## config.mk

```make
export PLATFORM = sky130hd
export DESIGN_NAME = alu_exec_unit_flat
export DESIGN_NICKNAME = d
export VERILOG_FILES = /design/src/rtl/alu_pkg.sv /design/src/rtl/alu_exec_unit_if.sv /design/src/rtl/alu_mdu_iter.sv /design/src/rtl/alu_exec_unit.sv /design/src/flat_wrapper.sv
export SDC_FILE = /design/constraint.sdc
export NUM_CORES = 1
export LEC_CHECK = 0
export ABC_AREA = 0
export BUFFER_PORTS_ARGS = -buffer_cell sky130_fd_sc_hd__clkbuf_2
export CORE_MARGIN = 3
export CORE_UTILIZATION = 35
export DETAILED_ROUTE_END_ITERATION = 8
export SLEW_MARGIN = 20
export SYNTH_ARGS = -nofsm -noshare
export SYNTH_HDL_FRONTEND = slang
export SYNTH_SLANG_ARGS = --single-unit
```

## constraint.sdc

```tcl
create_clock -name clk -period 1.5 [get_ports clk]
set_input_delay 0.075 -clock clk [delete_from_list [all_inputs] [get_ports clk]]
set_output_delay 0.075 -clock clk [all_outputs]
set_load 0.1 [all_outputs]
```

## src/rtl/alu_pkg.sv

```systemverilog
// Shared decode tables, internal op/state enums and the pure decode function for alu_exec_unit.
// Mul/div/mfhi/mflo decode only when ALU_MDU_EN is defined.
package alu_pkg;

    localparam logic [2:0] ALUOP_ADD  = 3'b000;
    localparam logic [2:0] ALUOP_SUB  = 3'b001;
    localparam logic [2:0] ALUOP_AND  = 3'b010;
    localparam logic [2:0] ALUOP_OR   = 3'b011;
    localparam logic [2:0] ALUOP_XOR  = 3'b100;
    localparam logic [2:0] ALUOP_SLT  = 3'b101;
    localparam logic [2:0] ALUOP_SLTU = 3'b110;
    localparam logic [2:0] ALUOP_LUI  = 3'b111;

    localparam logic [5:0] FN_ADD   = 6'b100000;
    localparam logic [5:0] FN_ADDU  = 6'b100001;
    localparam logic [5:0] FN_SUB   = 6'b100010;
    localparam logic [5:0] FN_SUBU  = 6'b100011;
    localparam logic [5:0] FN_AND   = 6'b100100;
    localparam logic [5:0] FN_OR    = 6'b100101;
    localparam logic [5:0] FN_XOR   = 6'b100110;
    localparam logic [5:0] FN_NOR   = 6'b100111;
    localparam logic [5:0] FN_SLT   = 6'b101010;
    localparam logic [5:0] FN_SLTU  = 6'b101011;
    localparam logic [5:0] FN_MFHI  = 6'b010000;
    localparam logic [5:0] FN_MFLO  = 6'b010010;
    localparam logic [5:0] FN_MULT  = 6'b011000;
    localparam logic [5:0] FN_MULTU = 6'b011001;
    localparam logic [5:0] FN_DIV   = 6'b011010;
    localparam logic [5:0] FN_DIVU  = 6'b011011;

    typedef enum logic [3:0] {
        OP_ADD, OP_SUB, OP_AND, OP_OR, OP_XOR, OP_NOR, OP_SLT, OP_SLTU,
        OP_LUI, OP_MFHI, OP_MFLO, OP_MULT, OP_MULTU, OP_DIV, OP_DIVU, OP_ILL
    } op_e;

    typedef enum logic [1:0] {ST_IDLE, ST_MUL, ST_DIV} state_e;

    // add/addu (and sub/subu) share one op; ovf_en separates the trapping flavour
    typedef struct packed {
        op_e  op;
        logic ovf_en;
    } dec_t;

    function automatic dec_t decode(input logic rtype, input logic [2:0] aluop,
                                    input logic [5:0] func);
        dec_t d;
        d.op     = OP_ILL;
        d.ovf_en = 1'b0;
        if (!rtype) begin
            case (aluop)
                ALUOP_ADD:  d.op = OP_ADD;
                ALUOP_SUB:  d.op = OP_SUB;
                ALUOP_AND:  d.op = OP_AND;
                ALUOP_OR:   d.op = OP_OR;
                ALUOP_XOR:  d.op = OP_XOR;
                ALUOP_SLT:  d.op = OP_SLT;
                ALUOP_SLTU: d.op = OP_SLTU;
                ALUOP_LUI:  d.op = OP_LUI;
            endcase
        end else begin
            case (func)
                FN_ADD:   begin d.op = OP_ADD; d.ovf_en = 1'b1; end
                FN_ADDU:  d.op = OP_ADD;
                FN_SUB:   begin d.op = OP_SUB; d.ovf_en = 1'b1; end
                FN_SUBU:  d.op = OP_SUB;
                FN_AND:   d.op = OP_AND;
                FN_OR:    d.op = OP_OR;
                FN_XOR:   d.op = OP_XOR;
                FN_NOR:   d.op = OP_NOR;
                FN_SLT:   d.op = OP_SLT;
                FN_SLTU:  d.op = OP_SLTU;
`ifdef ALU_MDU_EN
                FN_MFHI:  d.op = OP_MFHI;
                FN_MFLO:  d.op = OP_MFLO;
                FN_MULT:  d.op = OP_MULT;
                FN_MULTU: d.op = OP_MULTU;
                FN_DIV:   d.op = OP_DIV;
                FN_DIVU:  d.op = OP_DIVU;
`endif
                default:  d.op = OP_ILL;
            endcase
        end
        return d;
    endfunction

endpackage

```

## src/rtl/alu_exec_unit_if.sv

```systemverilog
// Issue/result bundle between the EX-stage pipeline (master) and alu_exec_unit (slave).
interface alu_exec_unit_if #(parameter int WIDTH = 32);
    logic             valid_in;
    logic [2:0]       aluop;
    logic [5:0]       func;
    logic             rtype;
    logic [WIDTH-1:0] a;
    logic [WIDTH-1:0] b;
    logic             ready;
    logic             result_valid;
    logic [WIDTH-1:0] result;
    logic             zero;
    logic             overflow;
    logic             illegal;
    logic             div0;
    logic [WIDTH-1:0] hi;
    logic [WIDTH-1:0] lo;

    modport master (
        output valid_in, aluop, func, rtype, a, b,
        input  ready, result_valid, result, zero, overflow, illegal, div0, hi, lo
    );
    modport slave (
        input  valid_in, aluop, func, rtype, a, b,
        output ready, result_valid, result, zero, overflow, illegal, div0, hi, lo
    );
endinterface

```

## src/rtl/alu_mdu_iter.sv

```systemverilog
// Iterative radix-2 shift-add multiplier / restoring divider on operand magnitudes.
// done is combinational on the last iteration cycle; res_hi/res_lo carry the signed-fixed result then.
module alu_mdu_iter
    import alu_pkg::*;
#(
    parameter int WIDTH = 32,
    parameter int CNT_W = $clog2(WIDTH) + 1
) (
    input  logic             clk,
    input  logic             rst,
    input  logic             start,
    input  logic             is_div,
    input  logic             is_signed,
    input  logic [WIDTH-1:0] a,
    input  logic [WIDTH-1:0] b,
    input  logic             run,
    output logic             done,
    output logic [WIDTH-1:0] res_hi,
    output logic [WIDTH-1:0] res_lo
);
    logic                 sa, sb, ge;
    logic [WIDTH-1:0]     ma, mb, m_q, q_mag, r_mag;
    logic [WIDTH:0]       rs, acc;
    logic [2*WIDTH-1:0]   p_q, p_nxt, prod;
    logic                 div_q, neg_q, negr_q;
    logic [CNT_W-1:0]     cnt_q;

    assign sa = is_signed & a[WIDTH-1];
    assign sb = is_signed & b[WIDTH-1];
    assign ma = sa ? -a : a;
    assign mb = sb ? -b : b;

    // p_q holds {acc, multiplier} for mul and {remainder, dividend/quotient} for div
    always_comb begin
        rs  = {p_q[2*WIDTH-1:WIDTH], p_q[WIDTH-1]};
        ge  = (rs >= {1'b0, m_q});
        acc = {1'b0, p_q[2*WIDTH-1:WIDTH]} + (p_q[0] ? {1'b0, m_q} : '0);
        if (div_q)
            p_nxt = {(ge ? rs[WIDTH-1:0] - m_q : rs[WIDTH-1:0]), p_q[WIDTH-2:0], ge};
        else
            p_nxt = {acc, p_q[WIDTH-1:1]};
    end

    always_comb begin
        prod  = neg_q ? -p_nxt : p_nxt;
        q_mag = p_nxt[WIDTH-1:0];
        r_mag = p_nxt[2*WIDTH-1:WIDTH];
        if (div_q) begin
            res_lo = neg_q  ? -q_mag : q_mag;
            res_hi = negr_q ? -r_mag : r_mag;
        end else begin
            res_hi = prod[2*WIDTH-1:WIDTH];
            res_lo = prod[WIDTH-1:0];
        end
    end

    assign done = run && (cnt_q == CNT_W'(WIDTH - 1));

    always_ff @(posedge clk or posedge rst) begin
        if (rst) begin
            p_q    <= '0;
            m_q    <= '0;
            div_q  <= 1'b0;
            neg_q  <= 1'b0;
            negr_q <= 1'b0;
            cnt_q  <= '0;
        end else if (start) begin
            p_q    <= {{WIDTH{1'b0}}, (is_div ? ma : mb)};
            m_q    <= is_div ? mb : ma;
            div_q  <= is_div;
            neg_q  <= sa ^ sb;
            negr_q <= sa;
            cnt_q  <= '0;
        end else if (run) begin
            p_q    <= p_nxt;
            cnt_q  <= cnt_q + CNT_W'(1);
        end
    end

endmodule

```

## src/rtl/alu_exec_unit.sv

```systemverilog
// EX-stage ALU: single-cycle ops with one registered stage, plus iterative mul/div with HI/LO.
// Build option ALU_MDU_EN enables the mul/div unit; without it those funcs decode illegal and ready is 1.
module alu_exec_unit
    import alu_pkg::*;
#(
    parameter int WIDTH = 32,
    parameter int CNT_W = $clog2(WIDTH) + 1
) (
    input logic            clk,
    input logic            rst,
    alu_exec_unit_if.slave bus
);
    dec_t             dec;
    logic             accept, ready, ovf_c, div0_c, mdu_start, mdu_done;
    logic             rv_q, ovf_q, ill_q, div0_q;
    logic [WIDTH-1:0] a, b, sum, dif, alu_res, hi_q, lo_q, mdu_lo, result_q;

    assign a      = bus.a;
    assign b      = bus.b;
    assign dec    = decode(bus.rtype, bus.aluop, bus.func);
    assign accept = bus.valid_in & ready;
    assign sum    = a + b;
    assign dif    = a - b;
    assign div0_c = (dec.op == OP_DIV || dec.op == OP_DIVU) && (b == '0);

    always_comb begin
        alu_res = '0;
        ovf_c   = 1'b0;
        case (dec.op)
            OP_ADD: begin
                alu_res = sum;
                ovf_c   = dec.ovf_en && (a[WIDTH-1] == b[WIDTH-1]) && (sum[WIDTH-1] != a[WIDTH-1]);
            end
            OP_SUB: begin
                alu_res = dif;
                ovf_c   = dec.ovf_en && (a[WIDTH-1] != b[WIDTH-1]) && (dif[WIDTH-1] != a[WIDTH-1]);
            end
            OP_AND:  alu_res = a & b;
            OP_OR:   alu_res = a | b;
            OP_XOR:  alu_res = a ^ b;
            OP_NOR:  alu_res = ~(a | b);
            OP_SLT:  alu_res = {{(WIDTH-1){1'b0}}, ($signed(a) < $signed(b))};
            OP_SLTU: alu_res = {{(WIDTH-1){1'b0}}, (a < b)};
            OP_LUI:  alu_res = b << (WIDTH / 2);
            OP_MFHI: alu_res = hi_q;
            OP_MFLO: alu_res = lo_q;
            // only reached single-cycle on divide-by-zero, where result mirrors lo
            OP_DIV, OP_DIVU: alu_res = '1;
            default: alu_res = '0;
        endcase
    end

`ifdef ALU_MDU_EN
    state_e           st_q, st_d;
    logic             is_div;
    logic [WIDTH-1:0] mdu_hi;

    assign is_div    = (dec.op == OP_DIV || dec.op == OP_DIVU);
    assign mdu_start = accept && !div0_c && (is_div || dec.op == OP_MULT || dec.op == OP_MULTU);
    assign ready     = (st_q == ST_IDLE);

    always_ff @(posedge clk or posedge rst) begin
        if (rst) st_q <= ST_IDLE;
        else     st_q <= st_d;
    end

    always_comb begin
        st_d = st_q;
        case (st_q)
            ST_IDLE:        if (mdu_start) st_d = is_div ? ST_DIV : ST_MUL;
            ST_MUL, ST_DIV: if (mdu_done)  st_d = ST_IDLE;
            default:        st_d = ST_IDLE;
        endcase
    end

    alu_mdu_iter #(.WIDTH(WIDTH), .CNT_W(CNT_W)) u_mdu (
        .clk       (clk),
        .rst       (rst),
        .start     (mdu_start),
        .is_div    (is_div),
        .is_signed (dec.op == OP_MULT || dec.op == OP_DIV),
        .a         (a),
        .b         (b),
        .run       (st_q != ST_IDLE),
        .done      (mdu_done),
        .res_hi    (mdu_hi),
        .res_lo    (mdu_lo)
    );

    always_ff @(posedge clk or posedge rst) begin
        if (rst) begin
            hi_q <= '0;
            lo_q <= '0;
        end else if (accept && div0_c) begin
            hi_q <= a;
            lo_q <= '1;
        end else if (mdu_done) begin
            hi_q <= mdu_hi;
            lo_q <= mdu_lo;
        end
    end
`else
    wire [CNT_W-1:0] unused_cnt = '0;
    assign ready     = 1'b1;
    assign mdu_start = 1'b0;
    assign mdu_done  = 1'b0;
    assign mdu_lo    = '0;
    assign hi_q      = '0;
    assign lo_q      = '0;
`endif

    always_ff @(posedge clk or posedge rst) begin
        if (rst) begin
            rv_q     <= 1'b0;
            result_q <= '0;
            ovf_q    <= 1'b0;
            ill_q    <= 1'b0;
            div0_q   <= 1'b0;
        end else begin
            rv_q   <= 1'b0;
            ovf_q  <= 1'b0;
            ill_q  <= 1'b0;
            div0_q <= 1'b0;
            if (accept && !mdu_start) begin
                rv_q     <= 1'b1;
                result_q <= alu_res;
                ovf_q    <= ovf_c;
                ill_q    <= (dec.op == OP_ILL);
                div0_q   <= div0_c;
            end else if (mdu_done) begin
                rv_q     <= 1'b1;
                result_q <= mdu_lo;
            end
        end
    end

    assign bus.ready        = ready;
    assign bus.result_valid = rv_q;
    assign bus.result       = result_q;
    assign bus.zero         = rv_q && (result_q == '0);
    assign bus.overflow     = ovf_q;
    assign bus.illegal      = ill_q;
    assign bus.div0         = div0_q;
    assign bus.hi           = hi_q;
    assign bus.lo           = lo_q;

endmodule

```

## src/flat_wrapper.sv

```systemverilog
// flat-port wrapper written by rule: the top's interface ports become plain ports
module alu_exec_unit_flat import alu_pkg::*;
#(
    parameter int WIDTH = 32,
    parameter int CNT_W = $clog2(WIDTH) + 1
)
  (clk, rst, bus_valid_in, bus_aluop, bus_func, bus_rtype, bus_a, bus_b, bus_ready, bus_result_valid, bus_result, bus_zero, bus_overflow, bus_illegal, bus_div0, bus_hi, bus_lo);
  alu_exec_unit_if #(.WIDTH(WIDTH)) bus_i ();
  input logic clk;
  input logic rst;
  input wire logic [$bits(bus_i.valid_in)-1:0] bus_valid_in;
  input wire logic [$bits(bus_i.aluop)-1:0] bus_aluop;
  input wire logic [$bits(bus_i.func)-1:0] bus_func;
  input wire logic [$bits(bus_i.rtype)-1:0] bus_rtype;
  input wire logic [$bits(bus_i.a)-1:0] bus_a;
  input wire logic [$bits(bus_i.b)-1:0] bus_b;
  output wire logic [$bits(bus_i.ready)-1:0] bus_ready;
  output wire logic [$bits(bus_i.result_valid)-1:0] bus_result_valid;
  output wire logic [$bits(bus_i.result)-1:0] bus_result;
  output wire logic [$bits(bus_i.zero)-1:0] bus_zero;
  output wire logic [$bits(bus_i.overflow)-1:0] bus_overflow;
  output wire logic [$bits(bus_i.illegal)-1:0] bus_illegal;
  output wire logic [$bits(bus_i.div0)-1:0] bus_div0;
  output wire logic [$bits(bus_i.hi)-1:0] bus_hi;
  output wire logic [$bits(bus_i.lo)-1:0] bus_lo;
  assign bus_i.valid_in = bus_valid_in;
  assign bus_i.aluop = bus_aluop;
  assign bus_i.func = bus_func;
  assign bus_i.rtype = bus_rtype;
  assign bus_i.a = bus_a;
  assign bus_i.b = bus_b;
  assign bus_ready = bus_i.ready;
  assign bus_result_valid = bus_i.result_valid;
  assign bus_result = bus_i.result;
  assign bus_zero = bus_i.zero;
  assign bus_overflow = bus_i.overflow;
  assign bus_illegal = bus_i.illegal;
  assign bus_div0 = bus_i.div0;
  assign bus_hi = bus_i.hi;
  assign bus_lo = bus_i.lo;
  alu_exec_unit #(.WIDTH(WIDTH), .CNT_W(CNT_W)) u_core (.clk(clk), .rst(rst), .bus(bus_i));
endmodule
```

## After elaboration in Yosys (flattened, before gate mapping)

Memory sizes are Yosys's and may differ from the RTL's.
Index checks and enable logic that the tools add are counted.

- Memories kept: 1
- Logic and storage cells: 63
- ROM bits: 32
- Bits in registers: 36
- Input bits: 77
- Latch bits: 0
- Memory bits (writable): 0

Memory list:

| name | depth | width | read ports | clocked after memory_dff | write ports | line | text |
|---|---|---|---|---|---|---|---|
| (name not given) | 8 | 4 | 1 | 0 | 0 | alu_pkg.sv:50 | `case (aluop)` |

- Multiplexer cells: 10
- $lt $le $gt $ge: 2
- Bitwise gates (word level): 4
- Add/sub/neg operators: 2
- Reductions and logical operators: 14
- Multiply operators: 0
- Shift operators: 0
- Equality and inequality tests: 25
- Divide/modulo/power cells: 0

Operators with widths:

| operator | number |
|---|---|
| 32-bit one-hot mux with 10 select lines | 1 |
| 32-bit logical NOT | 2 |
| 32-bit less-than comparator | 2 |
| 6-bit == test (second input constant) | 10 |
| 32-bit adder | 1 |
| 32-bit AND | 1 |
| 32-bit inverter | 1 |
| 32-bit bitwise OR | 1 |
| 4-bit one-hot mux with 8 select lines | 1 |
| 32-bit subtractor | 1 |
| 32-bit bitwise XOR | 1 |
| 4-bit by 3-bit == test with 1-bit output (second input constant) | 4 |
| 4-bit == test (second input constant) | 4 |
| 4-bit by 2-bit == test with 1-bit output (second input constant) | 2 |
| 2-bit OR reduction | 4 |
| 1-bit logical AND | 6 |
| 1-bit two-way mux | 6 |
| 4-bit by 1-bit == test with 1-bit output (second input constant) | 1 |
| 4-bit logical NOT | 1 |
| 4-bit two-way mux | 1 |
| 1-bit != test | 3 |
| 1-bit one-hot mux with 2 select lines | 1 |
| 1-bit == test | 1 |
| 1-bit logical OR | 1 |

## Depth between registers and ports, before layout

- Depth after elaboration: 8
- Depth in mapped cells: 14
- Mapped depth without buffers: 14

## Least setup slack after synthesis

No wires, ideal clock.

- Path kind: register to output
- From: register u_core.rv_q (netlist: u_core.bus.result_valid)
- To: output port bus_zero
- Cell stages (with the launch flop): 4
- Setup slack: -1969 ps
- Data required time: 1425 ps
- Arrival: 3394 ps
- Buffers on the path: 0
- Cells stage by stage: dfrtp_1 -> nor4b_1 -> nand4_1 -> nor3_1

- Word-level cells in the longest chain between the ends: 1

RTL lines:

| item | line | text |
|---|---|---|
| start, declared | alu_exec_unit.sv:15 | `logic rv_q, ovf_q, ill_q, div0_q;` |
| start signal, assigned | alu_exec_unit.sv:114 | `rv_q <= 1'b0;` |
| start signal, assigned | alu_exec_unit.sv:120 | `rv_q <= 1'b0;` |
| start signal, assigned | alu_exec_unit.sv:125 | `rv_q <= 1'b1;` |
| 1-bit logical AND | alu_exec_unit.sv:140 | `assign bus.zero = rv_q && (result_q == '0);` |
| end, declared | flat_wrapper.sv:20 | `output wire logic [$bits(bus_i.zero)-1:0] bus_zero;` |

Every way passes these cells.

## Worst setup path in the final report

- From: input port bus_b[0]
- To: register u_core.result_q[26] (netlist: u_core.bus.result[26])

- Word-level cells in the longest chain between the ends: 2
- Elaborated cells on any way between the ends: 3
- Classes of those cells: add/sub (2); mux (1)

RTL lines:

| item | line | text |
|---|---|---|
| start, declared | flat_wrapper.sv:16 | `input wire logic [$bits(bus_i.b)-1:0] bus_b;` |
| 32-bit subtractor / 32-bit adder (equally long branches) | alu_exec_unit.sv:23, alu_exec_unit.sv:22 |  |
| 32-bit one-hot mux with 10 select lines * | alu_exec_unit.sv:29 | `case (dec.op)` |
| end signal, assigned | alu_exec_unit.sv:126 | `result_q <= alu_res;` |
| end signal, assigned | alu_exec_unit.sv:132 | `result_q <= mdu_lo;` |
| end, declared | alu_exec_unit.sv:16 | `logic [WIDTH-1:0] a, b, sum, dif, alu_res, hi_q, lo_q, mdu_lo, result_q;` |

Every way passes the cells marked *; elsewhere a longest branch is shown, timed or not.
A chain may end at the register's enable or synchronous reset.

==> impl_metrics.csv <==
group,metric,value,unit
setup_path,r2r-start,"u_core.bus.result[31]$_DFFE_PP0P_",
clock_tree,clk_pin_slew,0.06,ns
power,vdd_drop_max,0.531,mV
final_layout,syn_to_final_growth,74.0,%
die,start_util,36.4,%
logic_synthesis,synth_enable_flop_cells,0,
grt,grt_overflow_total,0,
logic_synthesis,seq_area_frac_synth,11.6,%
clock_tree,cts_sinks,36,
setup_path,cp-startpoint,"bus_b[0]",
min_path,hold_class,"in -> reg",
logic_synthesis,syn_area,0.00779,mm^2
place,hpwl,29.0,mm
routing,drc,0,
sta,hold_violations,0,
power,power.internal,4.50,mW
run_status,violations,"setup timing",
power,power_density,715,mW/mm^2
setup_path,crit_required,1.67,ns
die,chipWidth,155,um
routing,finalWirelength,36.9,mm
clock_tree,cts_buffers,5,
logic_synthesis,postSynthCellCount,1059,
place,portBuffers,113,
power,swShare,53.6,%
die,core.rowCount,53,
sta,max_slew_margin,62.3,%
grt,track_usage,28.4,%
logic_synthesis,ys.warnings.count,0,
routing,drt_pass1_iterations,5,
logic_synthesis,syn_avg_cell_area,7.36,um^2
place,dp_slack,-1.91,ns
min_path,min_from,"bus_valid_in",
setup_path,path_max_fanout,3,
final_layout,final_common_cell,"buf_4",
final_layout,final_nets,1750,
clock_tree,cts_root_buf,"clkbuf_16",
final_layout,utilization,63.3,%
die,die_area,0.0241,mm^2
setup_path,end_kind,"flop",
clock_tree,htreeDepth,2,
clock_tree,cts_tree,"yes",
sta,fin_ws,-1.08,ns
place,postPlaceCellArea,0.0116,mm^2
power,p_seq_share,12.8,%
logic_synthesis,synth_flop_cell,"dfrtp_1",
final_layout,drive_gt1_share,51.9,%
setup_path,arrival,2.76,ns
sta,max_freq,387,MHz
grt,antenna_found_initial,0,
die,pin_count,179,
grt,first_global_vias,9899,
die,die-height,155,um
clock_tree,clk_path_buf_depth,2,
run_status,status,"finished with violations",
final_layout,finalInstanceArea,0.0136,mm^2
routing,drtIter0Drc,883,
sta,min_period,2.58,ns
routing,vias,10200,
routing,viasPerCell,5.54,
power,p_total,9.70,mW
sta,tightest_slew,0.561,ns
grt,grt_pass1_wl,54.2,mm
final_layout,n_fill_cell,1825,
power,power_frac_comb,76.3,%
grt,grt_max_degree,37,
logic_synthesis,synth.distinct_cells,92,
sta,rsz0062_at_grt,"true",
power,pwr-share-clk,10.8,%
clock_tree,insertion_delay,0.29,ns
job,cap_violations,0,
place,gp_congestion,1.02,
power,power.leakage,6.56,nW
sta,maxSlewViolCount,0,
routing,routedWlPerCell,20.0,um
sta,timing.final.crit_share,172,%
die,fp.coreArea,0.0214,mm^2
final_layout,final_cell_mix,"buf_4, clkbuf_2, a21oi_1, ha_1, nand2_1",
final_layout,diodes,0,
setup_path,worst-setup-path-type,"in -> reg",
logic_synthesis,ys_seq_elements,36,
logic_synthesis,async_reset_ff_share,100,%
sta,skew,0,ns
setup_path,cp-start-kind,"input pin",
power,p_sw,5.20,mW
routing,ant_nets,0,
sta,setup_viol,35,
[state kept, by name (all words and copies together), names as in the netlist]
signal,cells
u_core.bus.result,32
u_core.bus.overflow,1
u_core.bus.result_valid,1
u_core.bus.div0,1
u_core.bus.illegal,1
[cell families (layout without fill, tap and decap cells)]
logic type | count (synthesis) | in the layout | share of synthesized area (%)
DFF | 36 | 36 | 11.6
and+or+nand+nor | 290 | 290 | 19.1
muxes | 5 | 5 | 0.754
AOI/OAI and AO/OA | 375 | 375 | 33.5
buffers and inverters | 220 | 667 | 15.1
adders and majority gates | 105 | 105 | 17.0
xor gates and xnor gates | 26 | 26 | 2.92
other | 2 | 65 | 0.0963
[metal layers]
layer	vias up	track usage, %	routed length [um]
met5	-	0	0
li1	4724	-	-
met4	0	11.5	1930
met1	4767	36.5	14600
met3	130	7.12	3890
met2	592	45.5	16500
[Yosys cell counts, drive strengths merged (4+ instances only)]
cell type | count | area share (%)
dfrtp | 36 | 12
and2 | 7 | 0.59
a211o | 6 | 0.67
or2 | 9 | 0.72
nand4 | 12 | 0.96
mux2 | 4 | 0.63
o211ai | 10 | 1.2
o21ai | 78 | 5.2
a221o | 4 | 0.51
clkbuf | 20 | 0.96
nand2b | 11 | 0.88
buf | 105 | 9.5
and3 | 6 | 0.48
nor3 | 19 | 1.3
nor2b | 6 | 0.48
nand2 | 81 | 3.9
a21oi | 119 | 7.7
nand3 | 21 | 1.4
nor2 | 72 | 3.7
or3 | 7 | 0.56
a221oi | 22 | 2.9
o2bb2ai | 18 | 2.0
o31ai | 6 | 0.64
a2111oi | 9 | 1.3
o41ai | 4 | 0.88
xnor2 | 25 | 2.8
a31oi | 6 | 0.48
o21bai | 10 | 0.96
nor4 | 24 | 2.3
a22oi | 10 | 0.96
a211oi | 22 | 2.3
o221ai | 4 | 0.45
ha | 103 | 17
inv | 94 | 4.5
a21o | 18 | 1.7
[worst max-delay path: stages]
cell,delay [ns]
buf_8,0.08
buf_6,0.10
ha_4,0.13
inv_2,0.04
fa_2,0.36
nor2b_4,0.15
o311a_4,0.33
o211ai_4,0.21
nand3_4,0.14
a211oi_4,0.28
o21bai_2,0.11
nand4_1,0.10
mux2_4,0.33
a211oi_4,0.25
o2bb2ai_1,0.08
[cell type report]
cell class / instances / area (um^2) / area share (%)
repair buffers: 564 / 4420 / 32.6
well taps: 275 / 344 / 2.54
clock buffers: 5 / 125 / 0.923
multi-input cells: 866 / 7350 / 54.2
clock inverters: 3 / 18.8 / 0.138
flip-flops and latches: 36 / 901 / 6.64
inverters: 95 / 412 / 3.04
[stage by stage]
stage	hold slack [ns]	setup TNS, ns	instances
finish	0.0821	-27.88	1844
global route	0.0880	-31.02	1844
CTS	0.0815	-27.19	1827
detailed placement	0.199	-43.58	1788
global placement	0.190	-42.62	1788
floorplan	0.106	-21.73	1122
[timing repair]
| action | in CTS | in global routing |
|---|---|---|
| endpoints found under the setup margin | 35 | 35 |
| pin swaps | 83 | 80 |
| buffers inserted | 33 | 22 |
| hold endpoints to repair | 36 | 0 |
| hold buffers | 1 | 0 |
| gates resized for setup | 201 | 123 |
[power groups by stage]
stage	clock [mW]	sequential (mW)	combinational [mW]
floorplan	0	2.25	3.08
global placement	0	1.23	6.21
detailed placement	0	1.24	6.25
CTS	1.06	1.23	6.84
global route	1.09	1.26	7.74
finish	1.05	1.25	7.40
[final timing paths]
kind / end / slack (ns) / cells after the start
max: u_core.bus.result[26]$_DFFE_PP0P_ / -1.08 / 15
min: u_core.bus.result_valid$_DFF_PP0_ / 0.08 / 2
max reg2reg: u_core.bus.result[31]$_DFFE_PP0P_ / -0.07 / 4
min reg2reg: u_core.bus.result[1]$_DFFE_PP0P_ / 0.51 / 1
max in group asynchronous: u_core.bus.overflow$_DFF_PP0_ / 0.72 / 4
min in group asynchronous: u_core.bus.result[1]$_DFFE_PP0P_ / 0.44 / 4
Power figures use the tool's default switching activity.
